[src/rtl/inst_pkg.sv]
// inst_pkg: format/error codes, FSM states and field bundle shared by the encoder blocks
package inst_pkg;
  localparam int ADDR_W = 10;
  localparam logic [2:0] FMT_SHIFT = 3'd0, FMT_IMM16 = 3'd1, FMT_SPLIT16 = 3'd2, FMT_BRANCH = 3'd3, FMT_JUMP = 3'd4;
  localparam logic [1:0] ERR_NONE = 2'd0, ERR_RANGE = 2'd1, ERR_ALIGN = 2'd2, ERR_FMT = 2'd3;
  typedef enum logic [1:0] {IDLE, ENCODE, WRITE, ERR} state_t;
  typedef struct packed {
    logic [5:0]  op;
    logic [4:0]  rs;
    logic [4:0]  rt;
    logic [4:0]  rd;
    logic [5:0]  funct;
    logic [2:0]  fmt;
    logic [31:0] imm;
  } fields_t;
  // true when imm[31:lo] are all equal, i.e. the value fits as a signed field
  function automatic logic all_eq(input logic [31:0] v, input logic [4:0] lo);
    logic [31:0] m;
    m = '1 << lo;
    return ((v & m) == m) || ((v & m) == '0);
  endfunction
endpackage

[src/rtl/inst_encoder_if.sv]
// inst_encoder_if: field handshake and instruction-memory write port
interface inst_encoder_if;
  import inst_pkg::*;
  logic [5:0]        in_op;
  logic [4:0]        in_rs, in_rt, in_rd;
  logic [5:0]        in_funct;
  logic [2:0]        in_fmt;
  logic [31:0]       in_imm;
  logic              in_valid, in_ready;
  logic              mem_we, mem_ready;
  logic [ADDR_W-1:0] mem_addr;
  logic [31:0]       mem_wdata;
  modport master (output in_op, in_rs, in_rt, in_rd, in_funct, in_fmt, in_imm, in_valid, mem_ready,
                  input in_ready, mem_we, mem_addr, mem_wdata);
  modport slave (input in_op, in_rs, in_rt, in_rd, in_funct, in_fmt, in_imm, in_valid, mem_ready,
                 output in_ready, mem_we, mem_addr, mem_wdata);
endinterface

[src/rtl/inst_pack.sv]
// inst_pack: packs instruction fields into a 32-bit word and flags range/alignment/format errors
module inst_pack
  import inst_pkg::*;
(
  input  fields_t     i_f,
  output logic [31:0] o_word,
  output logic [1:0]  o_code
);
  always_comb begin
    o_word = '0;
    o_code = ERR_NONE;
    case (i_f.fmt)
      FMT_SHIFT: begin
        o_word = {i_f.op, i_f.rs, i_f.rt, i_f.rd, i_f.imm[4:0], i_f.funct};
        o_code = |i_f.imm[31:5] ? ERR_RANGE : ERR_NONE;
      end
      FMT_IMM16: begin
        o_word = {i_f.op, i_f.rs, i_f.rt, i_f.imm[15:0]};
        o_code = all_eq(i_f.imm, 5'd15) ? ERR_NONE : ERR_RANGE;
      end
      FMT_SPLIT16: begin
        o_word = {i_f.op, i_f.rs, i_f.imm[15:11], i_f.rd, i_f.imm[10:0]};
        o_code = all_eq(i_f.imm, 5'd15) ? ERR_NONE : ERR_RANGE;
      end
      FMT_BRANCH: begin
        o_word = {i_f.op, i_f.rs, i_f.rt, i_f.imm[17:2]};
        o_code = |i_f.imm[1:0] ? ERR_ALIGN : all_eq(i_f.imm, 5'd17) ? ERR_NONE : ERR_RANGE;
      end
      FMT_JUMP: begin
        o_word = {i_f.op, i_f.imm[27:2]};
        o_code = |i_f.imm[1:0] ? ERR_ALIGN : all_eq(i_f.imm, 5'd27) ? ERR_NONE : ERR_RANGE;
      end
      default: o_code = ERR_FMT;
    endcase
  end
endmodule

[src/rtl/inst_encoder.sv]
// inst_encoder: accepts instruction fields, encodes them and writes words to instruction memory
module inst_encoder
  import inst_pkg::*;
(
  input  logic              clk,
  input  logic              rst_n,
  input  logic              cfg_load,
  input  logic [ADDR_W-1:0] cfg_base,
  input  logic              err_clr,
  output logic              err,
  output logic [1:0]        err_code,
  output logic              wrap,
  output logic [10:0]       wcount,
  inst_encoder_if.slave     io
);
  state_t            r_state, w_next;
  fields_t           r_hold;
  logic              r_live, r_err, r_wrap, w_xfer;
  logic [1:0]        r_code, w_code;
  logic [10:0]       r_wcount;
  logic [ADDR_W-1:0] r_addr;
  logic [31:0]       r_wdata, w_word;
  inst_pack u_pack (.i_f(r_hold), .o_word(w_word), .o_code(w_code));
  assign err          = r_err;
  assign err_code     = r_code;
  assign wrap         = r_wrap;
  assign wcount       = r_wcount;
  assign io.mem_addr  = r_addr;
  assign io.mem_wdata = r_wdata;
  assign w_xfer       = io.in_ready && io.in_valid;
  always_ff @(posedge clk or negedge rst_n)
    if (!rst_n) r_state <= IDLE;
    else r_state <= w_next;
  // r_live keeps in_ready low until the first clock edge after reset releases
  always_comb begin
    w_next      = r_state;
    io.in_ready = r_live && r_state == IDLE && !cfg_load;
    io.mem_we   = r_state == WRITE;
    case (r_state)
      IDLE:    w_next = w_xfer ? ENCODE : IDLE;
      ENCODE:  w_next = w_code == ERR_NONE ? WRITE : ERR;
      WRITE:   w_next = io.mem_ready ? IDLE : WRITE;
      ERR:     w_next = err_clr ? IDLE : ERR;
      default: w_next = IDLE;
    endcase
  end
  always_ff @(posedge clk or negedge rst_n) begin
    if (!rst_n) begin
      r_live   <= 1'b0;
      r_hold   <= '0;
      r_addr   <= '0;
      r_wdata  <= '0;
      r_wcount <= '0;
      r_err    <= 1'b0;
      r_code   <= ERR_NONE;
      r_wrap   <= 1'b0;
    end else begin
      r_live <= 1'b1;
      if (w_xfer) r_hold <= {io.in_op, io.in_rs, io.in_rt, io.in_rd, io.in_funct, io.in_fmt, io.in_imm};
      if (r_state == IDLE && cfg_load) begin
        r_addr   <= cfg_base;
        r_wcount <= '0;
        r_wrap   <= 1'b0;
      end
      if (r_state == ENCODE && w_code == ERR_NONE) r_wdata <= w_word;
      if (r_state == ENCODE && w_code != ERR_NONE) begin
        r_err  <= 1'b1;
        r_code <= w_code;
      end
      if (io.mem_we && io.mem_ready) begin
        r_addr   <= r_addr + 1'b1;
        r_wrap   <= r_wrap | (&r_addr);
        r_wcount <= r_wcount + {10'd0, ~&r_wcount};
      end
      if (r_state == ERR && err_clr) begin
        r_err  <= 1'b0;
        r_code <= ERR_NONE;
        r_wrap <= 1'b0;
      end
    end
  end
endmodule

[src/flat_wrapper.sv]
// flat-port wrapper written by rule: the top's interface ports become plain ports
module inst_encoder_flat import inst_pkg::*;
  (clk, rst_n, cfg_load, cfg_base, err_clr, err, err_code, wrap, wcount, io_in_op, io_in_rs, io_in_rt, io_in_rd, io_in_funct, io_in_fmt, io_in_imm, io_in_valid, io_mem_ready, io_in_ready, io_mem_we, io_mem_addr, io_mem_wdata);
  inst_encoder_if io_i ();
  input  logic clk;
  input  logic rst_n;
  input  logic cfg_load;
  input  logic [ADDR_W-1:0] cfg_base;
  input  logic err_clr;
  output logic err;
  output logic [1:0] err_code;
  output logic wrap;
  output logic [10:0] wcount;
  input wire logic [$bits(io_i.in_op)-1:0] io_in_op;
  input wire logic [$bits(io_i.in_rs)-1:0] io_in_rs;
  input wire logic [$bits(io_i.in_rt)-1:0] io_in_rt;
  input wire logic [$bits(io_i.in_rd)-1:0] io_in_rd;
  input wire logic [$bits(io_i.in_funct)-1:0] io_in_funct;
  input wire logic [$bits(io_i.in_fmt)-1:0] io_in_fmt;
  input wire logic [$bits(io_i.in_imm)-1:0] io_in_imm;
  input wire logic [$bits(io_i.in_valid)-1:0] io_in_valid;
  input wire logic [$bits(io_i.mem_ready)-1:0] io_mem_ready;
  output wire logic [$bits(io_i.in_ready)-1:0] io_in_ready;
  output wire logic [$bits(io_i.mem_we)-1:0] io_mem_we;
  output wire logic [$bits(io_i.mem_addr)-1:0] io_mem_addr;
  output wire logic [$bits(io_i.mem_wdata)-1:0] io_mem_wdata;
  assign io_i.in_op = io_in_op;
  assign io_i.in_rs = io_in_rs;
  assign io_i.in_rt = io_in_rt;
  assign io_i.in_rd = io_in_rd;
  assign io_i.in_funct = io_in_funct;
  assign io_i.in_fmt = io_in_fmt;
  assign io_i.in_imm = io_in_imm;
  assign io_i.in_valid = io_in_valid;
  assign io_i.mem_ready = io_mem_ready;
  assign io_in_ready = io_i.in_ready;
  assign io_mem_we = io_i.mem_we;
  assign io_mem_addr = io_i.mem_addr;
  assign io_mem_wdata = io_i.mem_wdata;
  inst_encoder u_core (.clk(clk), .rst_n(rst_n), .cfg_load(cfg_load), .cfg_base(cfg_base), .err_clr(err_clr), .err(err), .err_code(err_code), .wrap(wrap), .wcount(wcount), .io(io_i));
endmodule
[config.mk]
export PLATFORM = sky130hd
export DESIGN_NAME = inst_encoder_flat
export DESIGN_NICKNAME = d
export VERILOG_FILES = /design/src/rtl/inst_pkg.sv /design/src/rtl/inst_encoder_if.sv /design/src/rtl/inst_pack.sv /design/src/rtl/inst_encoder.sv /design/src/flat_wrapper.sv
export SDC_FILE = /design/constraint.sdc
export NUM_CORES = 1
export LEC_CHECK = 0
export CAP_MARGIN = 40
export CORE_MARGIN = 1.5
export CORE_UTILIZATION = 46
export DETAILED_ROUTE_END_ITERATION = 16
export GPL_ROUTABILITY_DRIVEN = 0
export PLACE_DENSITY = 0.8
export SLEW_MARGIN = 15
export SYNTH_ARGS = -nofsm -noshare
export SYNTH_HDL_FRONTEND = slang
export SYNTH_SLANG_ARGS = --single-unit
[constraint.sdc]
create_clock -name clk -period 1.9 [get_ports clk]
set_input_delay 0.38 -clock clk [delete_from_list [all_inputs] [get_ports clk]]
set_output_delay 0.38 -clock clk [all_outputs]
set_load 0.01 [all_outputs]
==> metrics, run 1 <==
status=finished, violations left; failing checks=setup timing; EDFF count, synth=0; worst r2r src=u_core.r_hold[27]$_DFFE_PN0P_; Final Setup Violations=33; Fin. Hold Viols=0; CTS tree=yes; critical path peak fanout=13; Met2 Wirelength=8.50 mm; total power=0.0150 W; GRT Util Overall=24.4%; first-pass GRT wire length=26.8 mm; Die ar.=13800 µm²; metal3 WL=1.05 mm; Clock Power Share=23.7%; leak pwr=3.92 nW; cell mode on critical path=nor3_2; starting density of the core=47.4%; Syn Inst Count=531; fill count=918; ys async rst share=100%; Period minus WS final=2.24 ns; Crit Path Category=register to register; Arr. time, crit path=2.54 ns; number of DRC markers in iteration 0=387; ANT cells=0; Crit. End Element=register; core area=12700 µm²; final net count=832; clk slew on worst S/H paths=0.06 ns; vias=5247; Distinct cells, synth=44; CP Launch Type=register; Yosys warnings=0; WL/cell=18.0 µm; synthesized cell area=6020 µm²; final setup TNS=-9.91 ns; P per Cell Area=1650 nW/µm²; actual slew at the worst max-slew pin=0.667 ns; Hold WC Path Type=primary input to asynchronous set/reset pin; Slowest-stage cell, CP=dfrtp_1; Combinational Power Share=45.4%; period utilization=118%; Critical Path RT=2.20 ns; fin. max-slew vios=0; Fin Clk Skew=0.00743 ns; largest net degree at the start of global routing=51; Critical Path, Cell by Cell=buf_4, nor3_2, nand2_2, nor3_2, o31a_1, and3_4, buf_12, mux2_4; Max Cap Viol=0; Die X=117 µm; Seq/Total Area, Yosys=50.7%; antenna-violating nets left=0; Post-Route WL=16.9 mm; sw frac=34.4%; layout overhead on the synthesized area=51.3%; Die Ht=117 µm; row cnt=41; sw power=0.00518 W; iteration count of the initial detailed-routing pass=5; via/cell ratio=5.61; Post-Syn Area per Cell=11.3 µm²; top layer in use=met4; met1 WL=6.93 mm; # clock sinks=122; htree depth=4; IO Count=137; Largest stage delay, worst path=0.40 ns; RSZ-0062 raised after global routing=yes; CTS Buf Count=17; Clock Tree Buf Depth=2; clock root cell=clkbuf_16; Int Pwr=0.00986 W; Worst Setup SP=u_core.r_hold[27]$_DFFE_PN0P_; initial antenna violation count=0; number of global-route vias before repair=5366; post-synthesis net count=612; fin worst setup slack=-0.338 ns; Primary FF master, synth=dfrtp_1; Flop pwr share=30.8%; Fmax=0.447 GHz; DP HPWL=11.6 mm; Yosys reg bits=122; port bufs=136; Residual DRC=0; share of post-route cells with drive strength above 1=33.4%; worst relative slew slack=55.4%; GRT overflow=0; maximum VDD drop=939 µV; Clk Latency, worst-skew pair=0.42 ns
## flip-flops by register name (all words and copies together) (netlist names)
signal	flops
u_core.err_code	2
u_core.r_hold	62
u_core.wcount	11
u_core.io.mem_addr	10
u_core.r_state	2
u_core.err	1
u_core.r_live	1
u_core.wrap	1
u_core.io.mem_wdata	32
## final timing paths
kind | endpoint | slack (ns) | cells past startpoint
max | u_core.io.mem_wdata[18]$_DFFE_PN0P_ | -0.34 | 8
min | u_core.io.mem_wdata[5]$_DFFE_PN0P_ | 0.35 | 2
max reg2reg | u_core.io.mem_wdata[18]$_DFFE_PN0P_ | -0.34 | 8
min reg2reg | u_core.r_hold[36]$_DFFE_PN0P_ | 0.50 | 1
max in group asynchronous | u_core.r_hold[56]$_DFFE_PN0P_ | 1.01 | 3
min in group clk | u_core.r_hold[36]$_DFFE_PN0P_ | 0.50 | 1
## final cells by class
cell class                      count  area [µm²]  area share [%]
Tap cell                          172         215            2.36
Multi-Input combinational cell    361        2920            32.0
Inverter                           14        52.6           0.577
Clock buffer                       18         439            4.82
Clock inverter                     14         220            2.42
Timing Repair Buffer              235        2210            24.2
Sequential cell                   122        3060            33.6
## cell usage after synthesis (9+ instances only)
| cell type | instances | area share, % |
|---|---|---|
| mux2_4 | 24 | 6.0 |
| a211oi_1 | 11 | 1.4 |
| o22ai_1 | 11 | 1.1 |
| nor2_1 | 22 | 1.4 |
| nand2_1 | 45 | 2.8 |
| clkbuf_1 | 22 | 1.4 |
| o21ai_0 | 27 | 2.2 |
| dfrtp_1 | 122 | 51 |
| nor2b_1 | 17 | 1.8 |
| a22oi_1 | 15 | 1.9 |
| inv_1 | 14 | 0.87 |
| a31oi_1 | 10 | 1.0 |
| mux2_2 | 65 | 12 |
| a22o_1 | 9 | 1.3 |
| a21oi_1 | 12 | 1.0 |
| mux2i_1 | 12 | 2.0 |
## what timing repair did
action	CTS	global route
pin swaps	10	7
hold endpoints to repair	9	0
gates resized for setup	17	27
cloned	1	0
hold buffers	1	0
setup endpoints to repair	42	51
setup buffers	6	5
## per-layer routing
layer	track usage, %	up-vias
met5	0	-
met4	10.1	0
met3	5.79	35
met2	41.5	229
met1	29.9	2585
li1	-	2398
## cells by family (layout without fill, tap and decap cells)
logic type / count (synthesis) / after routing / share of synthesized area [%]
buffers and inverters: 48 / 281 / 3.80
muxes: 101 / 101 / 20.1
other: 1 / 1 / 0.0622
adders and majority gates: 3 / 3 / 0.623
AOI/OAI and AO/OA: 123 / 123 / 13.9
and+or+nand+nor: 133 / 133 / 10.8
DFF: 122 / 122 / 50.7
## cell usage in the layout, fill, tap and decap left out, drive strengths merged, types with 5 or more instances in the layout
master / Yosys / routed
clkdlybuf4s50: 0 / 133
dfrtp: 122 / 122
buf: 12 / 99
mux2: 89 / 89
nand2: 45 / 45
o21ai: 27 / 27
nor2: 22 / 22
clkbuf: 22 / 18
nor2b: 17 / 17
a22oi: 15 / 15
inv: 14 / 15
a21oi: 12 / 12
mux2i: 12 / 12
a211oi: 11 / 11
o22ai: 11 / 11
a31oi: 10 / 10
a22o: 9 / 9
nand4: 8 / 8
nand3: 8 / 8
a311oi: 7 / 7
and3: 7 / 7
nor3: 7 / 7
nor4: 6 / 6
o2bb2ai: 5 / 5
bufinv: 0 / 5
## metrics by stage
step	instance area [µm²]	instances	setup WS [ns]	utilization, %	hold WS [ns]
after floorplan	6070	531	-0.118	-	0.0844
after global placement	8200	894	-0.274	64.5	0.237
after detailed placement	8200	894	-0.344	64.5	0.243
after CTS	9000	934	-0.231	70.8	0.343
after global routing	9110	936	-0.401	71.6	0.375
final	9110	936	-0.338	71.6	0.354
## critical path, delay by kind of cell, from the launching register on
kind	cells	cell delay, ns
buffers and inverters	2	0.34
AND/OR/NAND/NOR	4	0.88
AO/OA/AOI/OAI	1	0.19
flip-flops	1	0.40
multiplexers	1	0.31
## power groups by stage
stage          Combinational (W)  Clock, W  Sequential (W)
2_1_floorplan            0.00346         0         0.00462
3_5_place_dp             0.00642         0         0.00457
6_report                 0.00683   0.00357         0.00464
3_3_place_gp             0.00619         0         0.00450
4_1_cts                  0.00658   0.00362         0.00458
5_1_grt                  0.00735   0.00374         0.00476
Note: power is estimated with default switching activity, not from simulation.
==> inputs of run 2 (changes only) <==
--- a/config.mk
+++ b/config.mk
@@ -11,6 +11,7 @@
 export DETAILED_ROUTE_END_ITERATION = 16
 export GPL_ROUTABILITY_DRIVEN = 0
 export PLACE_DENSITY = 0.8
+export SKIP_CTS_REPAIR_TIMING = 1
 export SLEW_MARGIN = 15
 export SYNTH_ARGS = -nofsm -noshare
 export SYNTH_HDL_FRONTEND = slang
==> run 2 against run 1 <==
Net effect: the flow still finishes with violations (setup timing); first-iteration DRC count increased by 6.7%; worst setup slack improved by 0.00085 ns; clock skew increased by 0.0022 ns; non-clock buffer count decreased by 3; global-route usage decreased by 0.43 points; die area unchanged; clock power about the same.
==> metrics, run 2 (synthesis results as in run 1) <==
GRT overflow=0 (unchanged); Residual DRC=0 (unchanged); ANT cells=0 (unchanged); DP HPWL=11.6 mm (unchanged); period utilization=118% (about the same); Fmax=0.447 GHz (about the same); sw power=0.00518 W (about the same); antenna-violating nets left=0 (unchanged); GRT Util Overall=24.0% (was 24.4%); dpl cells=894 (unchanged); WL/cell=17.9 µm (was 18.0 µm); status=finished, violations left (unchanged); final instance area=9100 µm² (was 9110 µm²); Final Setup Violations=36 (was 33); core area=12700 µm² (unchanged); leading cell type in the layout, fill and taps excluded=clkdlybuf4s50_1 (unchanged); worst relative slew slack=54.0% (was 55.4%); final setup TNS=-10.16 ns (was -9.91 ns); vias=5190 (was 5247); Place WS=-0.344 ns (unchanged); RSZ-0062 raised after global routing=yes (unchanged); clock root cell=clkbuf_16 (unchanged); final net count=829 (was 832); Die X=117 µm (unchanged); fin. max-slew vios=0 (unchanged); Combinational Power Share=45.1% (was 45.4%); critical path peak fanout=13 (unchanged); sw frac=34.4% (about the same); Fin. Hold Viols=0 (unchanged); number of global-route vias before repair=5323 (was 5366); CTS Buf Count=17 (unchanged); via/cell ratio=5.56 (was 5.61); initial antenna violation count=0 (unchanged); Post-Route WL=16.7 mm (was 16.9 mm); Critical Path RT=2.20 ns (about the same); total power=0.0150 W (about the same); share of post-route cells with drive strength above 1=33.2% (was 33.4%); Crit Path Category=register to register (unchanged); Hold WC Path Type=primary input to asynchronous set/reset pin (unchanged); iteration count of the initial detailed-routing pass=6 (was 5); Int Pwr=0.00986 W (about the same); failing checks=setup timing (unchanged); layout overhead on the synthesized area=51.1% (was 51.3%); max FFs per register=62 (unchanged); Critical Path, Cell by Cell=nand3_1, nor4_2, buf_4, and3_1, o31a_1, and3_4, buf_12, mux2_4 (was buf_4, nor3_2, nand2_2, nor3_2, o31a_1, and3_4, buf_12, mux2_4); # clock sinks=122 (unchanged); Largest stage delay, worst path=0.36 ns (was 0.40 ns); Fin Clk Skew=0.00962 ns (was 0.00743 ns); number of DRC markers in iteration 0=413 (was 387); fill count=924 (was 918); clk slew on worst S/H paths=0.06 ns (about the same); Clock Power Share=23.8% (was 23.7%); htree depth=4 (unchanged); Die Ht=117 µm (unchanged); row cnt=41 (unchanged); Clk Latency, worst-skew pair=0.42 ns (about the same); leak pwr=3.92 nW (about the same); Die ar.=13800 µm² (unchanged); IO Count=137 (unchanged); most frequent cells in the layout=133 x clkdlybuf4s50_1, 116 x dfrtp_1, 87 x buf_4 (was 133 x clkdlybuf4s50_1, 116 x dfrtp_1, 90 x buf_4); starting density of the core=47.4% (unchanged); Flop pwr share=31.1% (was 30.8%); CTS tree=yes (unchanged); Period minus WS final=2.24 ns (about the same); fin worst setup slack=-0.337 ns (was -0.338 ns); actual slew at the worst max-slew pin=0.687 ns (was 0.667 ns); Top reg by flops=u_core.r_hold (unchanged); largest net degree at the start of global routing=51 (unchanged); dpl cell area=8200 µm² (unchanged); Max Cap Viol=0 (unchanged); Final Non-Filler Cells=933 (was 936); Crit. End Element=register (unchanged); first-pass GRT wire length=26.4 mm (was 26.8 mm); Clock Tree Buf Depth=2 (unchanged); Arr. time, crit path=2.54 ns (about the same); maximum VDD drop=956 µV (was 939 µV); P per Cell Area=1650 nW/µm² (about the same); Slowest-stage cell, CP=dfrtp_1 (unchanged); port bufs=136 (unchanged); CP Launch Type=register (unchanged)
[run 2: changes by cell type in the layout (fill, tap and decap cells not counted), moves of 2 or more]
cell and change:
nor4_4 +2, buf_4 -3, dlymetal6s2s_1 +2, nor4_1 -2
clkdlybuf4s15_1 -2
[run 2: through the flow]
stage | hold WS, ns | util, %
after global placement | 0.237 | 64.5
after CTS | -0.206 | 69.7
final | 0.352 | 71.6
after global routing | 0.375 | 71.6
after floorplan | 0.0844 | -
after detailed placement | 0.243 | 64.5
[run 2: worst paths after layout]
path / from / to / slack [ns] / cells past startpoint
setup / recovery: u_core.r_hold[30]$_DFFE_PN0P_ / u_core.io.mem_wdata[14]$_DFFE_PN0P_ / -0.34 / 8
hold / removal: rst_n / u_core.io.mem_wdata[5]$_DFFE_PN0P_ / 0.35 / 2
setup reg to reg: u_core.r_hold[30]$_DFFE_PN0P_ / u_core.io.mem_wdata[14]$_DFFE_PN0P_ / -0.34 / 8
hold reg to reg: u_core.wcount[9]$_DFFE_PN0P_ / u_core.wcount[9]$_DFFE_PN0P_ / 0.50 / 1
max in group asynchronous: rst_n / u_core.r_hold[56]$_DFFE_PN0P_ / 1.01 / 3
min in group clk: u_core.wcount[9]$_DFFE_PN0P_ / u_core.wcount[9]$_DFFE_PN0P_ / 0.50 / 1
[run 2: power groups by stage]
stage	combinational (W)	sequential [W]	clock, W
after floorplan	0.00346	0.00462	0
after global placement	0.00619	0.00450	0
after detailed placement	0.00642	0.00457	0
after CTS	0.00647	0.00456	0.00362
after global routing	0.00731	0.00480	0.00374
final	0.00678	0.00468	0.00357
[run 2: worst max-delay path, delay by kind of cell (launching register included)]
kind,cells,cell delay (ns)
AO/OA/AOI/OAI,1,0.17
buffers and inverters,2,0.34
AND/OR/NAND/NOR,4,0.93
multiplexers,1,0.30
flip-flops,1,0.36
[run 2: routing by layer]
metal | GRT usage, % | up-vias | wire length [µm]
li1 | - | 2392 | -
met4 | 10.3 | 0 | 320
met1 | 29.3 | 2552 | 6880
met3 | 5.84 | 31 | 1020
met5 | 0 | - | 0
met2 | 40.5 | 215 | 8480
[run 2: area by class of cell]
class	count	area (µm²)	share of cell area (%)
flip-flops and latches	122	3060	33.6
repair buffers	232	2190	24.0
inverters	14	52.6	0.577
multi-input cells	361	2930	32.2
well taps	172	215	2.36
clock inverters	14	220	2.42
clock buffers	18	439	4.82
==> inputs of run 3 (changes only) <==
--- a/config.mk
+++ b/config.mk
@@ -7,10 +7,10 @@
 export LEC_CHECK = 0
 export CAP_MARGIN = 40
 export CORE_MARGIN = 1.5
-export CORE_UTILIZATION = 46
+export CORE_UTILIZATION = 55
 export DETAILED_ROUTE_END_ITERATION = 16
 export GPL_ROUTABILITY_DRIVEN = 0
-export PLACE_DENSITY = 0.8
+export PLACE_DENSITY_LB_ADDON = 0.25
 export SKIP_CTS_REPAIR_TIMING = 1
 export SLEW_MARGIN = 15
 export SYNTH_ARGS = -nofsm -noshare
==> constraint.sdc (replaced) <==
create_clock -name clk -period 2.65 [get_ports clk]
set_input_delay 0.53 -clock clk [delete_from_list [all_inputs] [get_ports clk]]
set_output_delay 0.53 -clock clk [all_outputs]
set_load 0.01 [all_outputs]
==> run 3 against run 2 <==
Net effect: the run now ends clean; sequential cell count stayed put; hold slack worse by 0.27 ns; clock-buffer cell count is 4 higher; critical path depth is 6 lower; combinational power is 43% lower; largest power group unchanged; highest routed layer unchanged.
==> metrics, run 3 (synthesis results as in run 1) <==
clock root cell=clkbuf_8 (was clkbuf_16); period utilization=92.9%; RSZ-0062 raised after global routing=no (was yes); Critical Path RT=2.12 ns (was 2.20 ns); IO Count=137 (unchanged); Crit Path Category=register to output port (was register to register); Post-Route WL=15.0 mm (was 16.7 mm); GRT Util Overall=27.3% (was 24.0%); FF/Latch Area=3050 µm² (was 3060 µm²); WL/cell=18.3 µm (was 17.9 µm); fill count=732 (was 924); Arr. time, crit path=1.93 ns (was 2.54 ns); Top reg by flops=u_core.r_hold (unchanged); fin. max-slew vios=0 (unchanged); P per Cell Area=1190 nW/µm² (was 1650 nW/µm²); Met2 Wirelength=7.54 mm (was 8.48 mm); Die ar.=11600 µm² (was 13800 µm²); ANT cells=0 (unchanged); via/cell ratio=6.01 (was 5.56); iteration count of the initial detailed-routing pass=5 (was 6); flop2flop setup slack=0.27 ns (was -0.34 ns); row cnt=38 (was 41); maximum VDD drop=587 µV (was 956 µV); starting density of the core=56.1% (was 47.4%); DP HPWL=10.4 mm (was 11.6 mm); layout overhead on the synthesized area=35.5% (was 51.1%); leading cell type in the layout, fill and taps excluded=clkdlybuf4s50_1 (unchanged); Clock Tree Buf Depth=2 (unchanged); Die X=108 µm (was 117 µm); Flop pwr share=35.8% (was 31.1%); Max Cap Viol=0 (unchanged); Residual DRC=0 (unchanged); met1 WL=6.21 mm (was 6.88 mm); Clk Latency, worst-skew pair=0.51 ns (was 0.42 ns); metal3 WL=972 µm (was 1.02 mm); CTS tree=yes (unchanged); dpl cell area=7550 µm² (was 8200 µm²); total power=0.00969 W (was 0.0150 W); Clock Power Share=24.4% (was 23.8%); port bufs=136 (unchanged); Period minus WS final=2.46 ns; worst relative slew slack=52.3% (was 54.0%); Crit. End Element=output port (was register); share of post-route cells with drive strength above 1=20.8% (was 33.2%); Fin. Hold Viols=0 (unchanged); Int Pwr=0.00634 W (was 0.00986 W); vias=4940 (was 5190); leak pwr=3.46 nW (was 3.92 nW); Hold WC Path Type=primary input to asynchronous set/reset pin (unchanged); final net count=752 (was 829); antenna-violating nets left=0 (unchanged); critical path peak fanout=12 (was 13); core area=10700 µm² (was 12700 µm²); CTS Buf Count=17 (unchanged); area of the multi-input gates=2750 µm² (was 2930 µm²); Combinational Power Share=39.8% (was 45.1%); actual slew at the worst max-slew pin=0.716 ns (was 0.687 ns); largest net degree at the start of global routing=64 (was 51); Fmax=0.406 GHz; Die Ht=108 µm (was 117 µm); sw frac=34.6% (was 34.4%); number of global-route vias before repair=5008 (was 5323); initial antenna violation count=0 (unchanged); Fin Clk Skew=0.00611 ns (was 0.00962 ns); first-pass GRT wire length=24.6 mm (was 26.4 mm); CP Launch Type=register (unchanged); most frequent cells in the layout=135 x clkdlybuf4s50_1, 122 x dfrtp_1, 65 x mux2_2 (was 133 x clkdlybuf4s50_1, 116 x dfrtp_1, 87 x buf_4); sw power=0.00335 W (was 0.00518 W); top layer in use=met4 (unchanged); htree depth=4 (unchanged); # clock sinks=122 (unchanged); max FFs per register=62 (unchanged); GRT overflow=0 (unchanged); final setup TNS=0 ns (was -10.16 ns); number of DRC markers in iteration 0=303 (was 413); final instance area=8170 µm² (was 9100 µm²); clk slew on worst S/H paths=0.06 ns (about the same); Final Setup Violations=0 (was 36); status=finished clean (was finished, violations left)
run 3: cell types whose count changed in the layout (fill, tap and decap cells not counted), moves of 4 or more:
cell and change:
o21ai_1 -8, nor4_1 +6, nor2_1 +5, nor4_2 -4, dfrtp_1 +6, buf_4 -69, nor2_2 -5, dfrtp_2 -6
o21ai_0 +8, buf_12 -4
run 3: critical path, cell delays in order, from the launching register on:
cell	delay, ns
dfrtp_1	0.51
nor4b_2	0.33
clkdlybuf4s50_1	0.59
run 3: area by class of cell:
type	count	share of cell area (%)
Tap cell	140	2.15
Clock buffer	22	5.67
Inverter	14	0.644
Timing Repair Buffer	155	18.7
Multi-Input combinational cell	361	33.7
Clock inverter	8	1.75
Sequential cell	122	37.4
run 3: final timing paths:
kind / from / endpoint / cells past startpoint
worst min register to register: u_core.r_hold[35]$_DFFE_PN0P_ / u_core.r_hold[35]$_DFFE_PN0P_ / 1
max in group asynchronous: rst_n / u_core.io.mem_wdata[12]$_DFFE_PN0P_ / 2
min in group clk: u_core.r_hold[35]$_DFFE_PN0P_ / u_core.r_hold[35]$_DFFE_PN0P_ / 1
worst max-delay path: u_core.r_state[0]$_DFF_PN0_ / io_in_ready / 2
worst max register to register: u_core.r_hold[17]$_DFFE_PN0P_ / u_core.io.mem_wdata[1]$_DFFE_PN0P_ / 7
worst min-delay path: rst_n / u_core.r_hold[8]$_DFFE_PN0P_ / 1
run 3: stage by stage:
stage / setup slack, ns / std cells / util, % / hold WS (ns)
after floorplan: 0.533 / 531 / - / 0.234
after global placement: 0.217 / 792 / 70.3 / 0.484
after detailed placement: 0.206 / 792 / 70.3 / 0.486
after CTS: 0.0735 / 822 / 75.9 / 0.0932
after global routing: 0.0466 / 822 / 76.0 / 0.126
final: 0.189 / 822 / 76.0 / 0.0777
run 3: layer usage:
layer | vias up | track usage [%]
met1 | 2436 | 35.2
li1 | 2240 | -
met4 | 0 | 8.93
met2 | 236 | 45.7
met3 | 28 | 6.36
met5 | - | 0
run 3: power groups by stage:
stage | sequential, W | combinational (W) | clock (W)
floorplan | 0.00331 | 0.00246 | 0
global placement | 0.00340 | 0.00364 | 0
detailed placement | 0.00345 | 0.00380 | 0
CTS | 0.00344 | 0.00385 | 0.00239
global route | 0.00357 | 0.00419 | 0.00248
finish | 0.00347 | 0.00385 | 0.00237
